### config.mk
export PLATFORM = sky130hd
export DESIGN_NAME = peak_note_tracker
export DESIGN_NICKNAME = d
export VERILOG_FILES = /design/src/rtl/peak_note_tracker.sv
export SDC_FILE = /design/constraint.sdc
export NUM_CORES = 2
export LEC_CHECK = 0
export BUFFER_PORTS_ARGS = -buffer_cell sky130_fd_sc_hd__buf_4
export CAP_MARGIN = 30
export CORE_AREA = 5 5 376 378
export CTS_BUF_LIST = sky130_fd_sc_hd__clkbuf_16
export DETAILED_ROUTE_END_ITERATION = 10
export DIE_AREA = 0 0 381 383
export GPL_TIMING_DRIVEN = 0
export PLACE_DENSITY = 0.49
export SYNTH_ARGS = -nofsm -noshare
export SYNTH_HDL_FRONTEND = slang
export SYNTH_SLANG_ARGS = --single-unit
### constraint.sdc
create_clock -name clk_in -period 32.2 [get_ports clk_in]
set_input_delay 3.22 -clock clk_in [delete_from_list [all_inputs] [get_ports clk_in]]
set_output_delay 3.22 -clock clk_in [all_outputs]
set_load 0.01 [all_outputs]
### src/rtl/peak_note_tracker.sv
// Peak-bin to note quantiser with run-length stability filter and packed note history
// feeding the note-display sprite.
module peak_note_tracker #(
   parameter int unsigned BIN_WIDTH    = 12,
   parameter int unsigned NUM_NOTES    = 36,
   parameter int unsigned HISTORY      = 160,
   parameter int unsigned STABLE_COUNT = 4,
   parameter string       INIT_FILE    = "",
   parameter int unsigned BIN_BASE     = 8,
   parameter int unsigned BIN_STEP     = 4
) (
   input  logic                   clk_in,
   input  logic                   rst_in,
   input  logic [BIN_WIDTH-1:0]   peak_in,
   input  logic                   peak_valid_in,
   input  logic                   record_in,
   input  logic                   clear_in,
   output logic [5:0]             note_out,
   output logic                   note_valid_out,
   output logic                   commit_out,
   output logic [HISTORY*6-1:0]   notes_out,
   output logic                   busy_out,
   output logic                   dropped_out
);

   localparam int unsigned RunW    = $clog2(STABLE_COUNT + 1);
   localparam logic [5:0]  LastIdx = 6'(NUM_NOTES - 1);

   typedef enum logic [1:0] {StIdle, StFetch, StCmp, StDone} state_e;

   state_e                    state_q, state_d;
   logic [BIN_WIDTH-1:0]      peak_q, peak_d;
   logic [5:0]                idx_q, idx_d;
   logic [5:0]                result_q, result_d;
   logic [5:0]                cand_q, cand_d;
   logic [RunW-1:0]           run_q, run_d;
   logic [RunW-1:0]           run_inc;
   logic                      dropped_q, dropped_d;
   logic [HISTORY-1:0][5:0]   hist_q, hist_d;
   logic [BIN_WIDTH-1:0]      thr_q;
   logic                      stable_hit;

   function automatic logic [BIN_WIDTH-1:0] lin_thr(input logic [5:0] k);
      logic [63:0] v;
      logic [63:0] lim;
      v   = 64'(BIN_BASE) + 64'(k) * 64'(BIN_STEP);
      lim = (64'd1 << BIN_WIDTH) - 64'd1;
      if (v > lim) v = lim;
      return v[BIN_WIDTH-1:0];
   endfunction

   // Synchronous-read threshold ROM, addressed by idx_q; data is valid in CMP.
   always_ff @(posedge clk_in) begin
      thr_q <= lin_thr(idx_q);
   end

   always_comb begin
      state_d    = state_q;
      peak_d     = peak_q;
      idx_d      = idx_q;
      result_d   = result_q;
      cand_d     = cand_q;
      run_d      = run_q;
      dropped_d  = dropped_q;
      hist_d     = hist_q;
      run_inc    = (result_q == cand_q && run_q != '0) ? RunW'(run_q + 1'b1) : RunW'(1);
      stable_hit = (run_inc == RunW'(STABLE_COUNT));

      if (clear_in) begin
         state_d   = StIdle;
         run_d     = '0;
         cand_d    = '0;
         dropped_d = 1'b0;
         hist_d    = '0;
      end else begin
         if (peak_valid_in && state_q != StIdle) dropped_d = 1'b1;
         unique case (state_q)
            StIdle: begin
               if (peak_valid_in) begin
                  peak_d  = peak_in;
                  idx_d   = '0;
                  state_d = StFetch;
               end
            end
            StFetch: state_d = StCmp;
            StCmp: begin
               if (thr_q > peak_q) begin
                  result_d = idx_q;
                  state_d  = StDone;
               end else if (idx_q == LastIdx) begin
                  result_d = 6'(NUM_NOTES);
                  state_d  = StDone;
               end else begin
                  idx_d   = 6'(idx_q + 6'd1);
                  state_d = StFetch;
               end
            end
            StDone: begin
               state_d = StIdle;
               cand_d  = result_q;
               if (stable_hit) begin
                  run_d = '0;
                  if (record_in) hist_d = {hist_q[HISTORY-2:0], result_q};
               end else begin
                  run_d = run_inc;
               end
            end
            default: state_d = StIdle;
         endcase
      end
   end

   always_ff @(posedge clk_in or posedge rst_in) begin
      if (rst_in) begin
         state_q   <= StIdle;
         peak_q    <= '0;
         idx_q     <= '0;
         result_q  <= '0;
         cand_q    <= '0;
         run_q     <= '0;
         dropped_q <= 1'b0;
         hist_q    <= '0;
      end else begin
         state_q   <= state_d;
         peak_q    <= peak_d;
         idx_q     <= idx_d;
         result_q  <= result_d;
         cand_q    <= cand_d;
         run_q     <= run_d;
         dropped_q <= dropped_d;
         hist_q    <= hist_d;
      end
   end

   // A clear landing in DONE aborts the lookup, so the strobes are masked too.
   assign note_valid_out = (state_q == StDone) && !clear_in;
   assign commit_out     = note_valid_out && stable_hit && record_in;
   assign note_out       = result_q;
   assign notes_out      = hist_q;
   assign busy_out       = (state_q != StIdle);
   assign dropped_out    = dropped_q;

endmodule

==> run summary <==
The number of cells upsized or downsized after cts came out at 0. Fill cells in the final layout number 13500. The cts-stage hold buffer count came out at 0. The placer's final routability congestion estimate came out at 0.846.

Data on the critical path is required at its endpoint by 28.98 ns. The switching power summed over all nets is 0.000585 W. The sequential power share came out at 0.503. The fraction of layout instances using a drive strength above 1 is 0.373.

STA classifies the critical path startpoint as an input pin. The count of endpoints failing setup in the final report is 0. The multi-input gate area in the final layout is 9310 um^2. The floorplan die width is 381 um.

The clock tree from TritonCTS is done. Cell internal power was estimated by the tool at 0.00194 W. For this run, asynchronously set or reset flops after synthesis account for 0.993.

The root buffer selected by CTS is sky130_fd_sc_hd__clkbuf_16. The final wirelength came out at 139000 um. The iteration-0 DRC count of the detailed router came out at 1614.

The share of total power consumed by net switching came out at 0.232. The dominant register cell in the synthesized netlist is sky130_fd_sc_hd__dfrtp_1. The row count came out at 136. The count of nets left with antenna violations once routing finished came out at 0. The number of nets produced by synthesis is 2366. After synthesis, the mean cell area works out to 15.2 um^2. The remaining global-route overflow is 0.

The via count of the first global-routing pass is 26900. The largest net degree at the start of global routing is 122. The max capacitance violation total is 0. The flip-flop and latch count after synthesis is 1003. The count of cells along the worst register-to-register path came out at 10. With fillers left out, the area of the finished cells amounts to 48800 um^2. The total vias in the final route came out at 26200. By startpoint and endpoint, the worst setup path is classified as in -> out.

The run finished with clean final reports. The count of port buffers added during placement came out at 985. The number of setup buffers added after CTS is 0. The I/O pin count is 987.

The global-route wire length before repair is 200000 um. In the final routed layout, each cell accounts on average for 26.2 um. The layout-stage area growth over the synthesis result is 37.2%.

Setup repair after global routing left no endpoint under its margin. The area of the die is 146000 um^2. The DRC violations left came out at 0.

Of the post-synthesis cell area, the dominant cell type holds 0.701. The total leakage power came out at 25.4 nW. Of all nets on the critical path, the largest fanout is 10.

The total global-route track usage came out at 0.183. The portion of total power attributed to combinational logic is 0.027. The length of the first detailed-routing pass in iterations is 5. The portion of the post-synthesis area used by sequential elements came out at 0.705.

The arrival time at the worst endpoint came out at 5.09 ns. The largest vdd supply drop is 39.2 uV. Before CTS, the worst setup slack after placement is 23.78 ns.

The ratio of total power to cell area came out at 51.7 nW/um^2. The initial core utilization came out at 0.259. The H-tree depth reported by CTS is 3.

The final worst-path cycle share is 0.258. The placeable core region came out at 137000 um^2. The floorplan die height is 383 um. Sorting the synthesized cells by area gives the leading types as sky130_fd_sc_hd__dfrtp_1 (70%), sky130_fd_sc_hd__a22o_1 (24%), sky130_fd_sc_hd__buf_2 (1.9%). Headroom to the max-slew limit came out at 0.401. The number of vias per cell is 4.92. Summed over all instances, the cell type with the most area after synthesis is sky130_fd_sc_hd__dfrtp_1. The worst hold path stage count is 1. The clock transition at the registers of the reported paths came out at 0.06 ns. The final worst clock skew is 0.0602 ns. In the post-synthesis netlist, the cell with the most instances is sky130_fd_sc_hd__dfrtp_1. Clock latency on the worst-skew pair, taken at its later pin, is 0.71 ns. In this run the most critical hold path is launched from peak_q[10]$_DFFE_PP0P_.

The cell area that synthesis handed to floorplanning was 35600 um^2. The placement-stage cell area came out at 45500 um^2. The relative contribution of the clock network to total power came out at 0.470. The total area of sequential cells came out at 25100 um^2. For hold timing, the worst endpoint is peak_q[10]$_DFFE_PP0P_. The worst register-to-register path begins at run_q[0]$_DFFE_PP0P_. For this run, the post-layout net count is 3469. The max-slew violation total from the final report came out at 0.

In this run the worst hold path is classified as reg -> reg. The initial antenna violation count came to 5. STA classifies the critical path endpoint as an output port.

The total of warnings raised by yosys came out at 0. The number of hold violations in the final report came to 0. The number of library cell types mapped by synthesis came out at 42.

The time the final worst path needs with I/O delays and setup is 8.31 ns. The actual transition at the worst max-transition pin came out at 0.898 ns. The worst register-to-register path ends at notes_out[187]$_DFFE_PP0P_. The share of the core filled with cells in the final layout is 0.356.

Setup slack closes at 23.89 ns. The number of clock buffers added by TritonCTS is 107. The peak clock frequency supported by timing came out at 120 MHz. The minimum setup slack among reg-to-reg paths came out at 28.85 ns. By count the netlist is led by sky130_fd_sc_hd__dfrtp_1 (996), sky130_fd_sc_hd__a22o_1 (964), sky130_fd_sc_hd__buf_2 (134). The tree built by TritonCTS fans out to 1003 sinks. The maximum root-to-sink buffer count came out at 3. The synthesized instance count is 2338. The number of flops mapped to enable cells by yosys is 0. Once detailed placement completed, the half-perimeter wirelength came to 106000 um. The sum of negative setup slack came out at 0 ns.
[layout by cell type (no fill, tap or decap), drive strengths merged, types with 3 or more instances in the layout]
| cell type | n |
|---|---|
| a21oi | 13 |
| a22o | 964 |
| and3 | 3 |
| buf | 1179 |
| bufinv | 6 |
| clkbuf | 144 |
| clkinv | 45 |
| dfrtp | 996 |
| dfxtp | 7 |
| ha | 11 |
| inv | 49 |
| mux2 | 7 |
| nand2 | 26 |
| nand3 | 11 |
| nor2 | 11 |
| nor2b | 3 |
| nor3 | 3 |
| o21ai | 10 |
| xnor2 | 9 |
[critical path: stages]
cell and delay [ns]:
sky130_fd_sc_hd__clkbuf_1 0.25, sky130_fd_sc_hd__nor2_1 0.23, sky130_fd_sc_hd__and2_1 0.14, sky130_fd_sc_hd__buf_2 0.36, sky130_fd_sc_hd__buf_4 0.30, sky130_fd_sc_hd__buf_2 0.37
sky130_fd_sc_hd__buf_4 0.19
[registers in the layout (all words and copies together), names as in the netlist]
register / cells
peak_q: 12
idx_q: 6
thr_q: 7
notes_out: 960
cand_q: 6
note_out: 6
state_q: 2
dropped_out: 1
run_q: 3
[how the worst max path moves through the flow]
stage	to	cells after the start	startpoint	slack [ns]
6_report	commit_out	7	clear_in	23.89
5_1_grt	commit_out	7	clear_in	23.70
3_5_place_dp	commit_out	7	clear_in	23.78
4_1_cts	commit_out	7	clear_in	23.76
3_3_place_gp	notes_out[588]$_DFFE_PP0P_	2	rst_in	-11.36
2_1_floorplan	cand_q[0]$_DFFE_PP0P_	1	rst_in	0.96
[final cells by class]
class,count,area share
clock inverters,85,0.0129
multi-input cells,1098,0.191
inverters,16,0.00138
diodes,2,0.000103
clock buffers,108,0.0554
repair buffers,994,0.156
plain buffers,221,0.0232
flip-flops and latches,1003,0.514
well taps,1794,0.0460
[power by group through the flow]
stage / Sequential, W / Clock [W] / Combinational (W)
after CTS: 0.00127 / 0.00122 / 0.0000718
after global placement: 0.00129 / 0 / 0.0000680
final: 0.00127 / 0.00118 / 0.0000691
after global routing: 0.00127 / 0.00127 / 0.0000791
after floorplan: 0.00129 / 0 / 0.0000442
after detailed placement: 0.00129 / 0 / 0.0000716
[stage by stage]
stage	hold WS (ns)	instances	total power, W
global placement	0.489	5117	0.00136
global route	0.520	5319	0.00261
finish	0.509	5321	0.00252
CTS	0.508	5319	0.00256
floorplan	0.445	2338	0.00134
detailed placement	0.487	5126	0.00136
[metal layers]
layer / wire length, um / GRT usage / up-vias
met5: 0 / 0 / -
met4: 4290 / 0.0581 / 0
met3: 10600 / 0.0563 / 180
met2: 65800 / 0.294 / 901
met1: 58700 / 0.237 / 13800
li1: - / - / 11300
[cells by family after synthesis]
| logic type | Yosys count | share of synthesized area |
|---|---|---|
| compound gates | 998 | 0.243 |
| xor+xnor | 11 | 0.00271 |
| fa+ha+maj | 11 | 0.00387 |
| buf+inv | 237 | 0.0335 |
| flops | 1003 | 0.705 |
| mux | 8 | 0.00250 |
| simple gates | 70 | 0.00957 |
No activity file was read; power rests on OpenSTA's default activity.
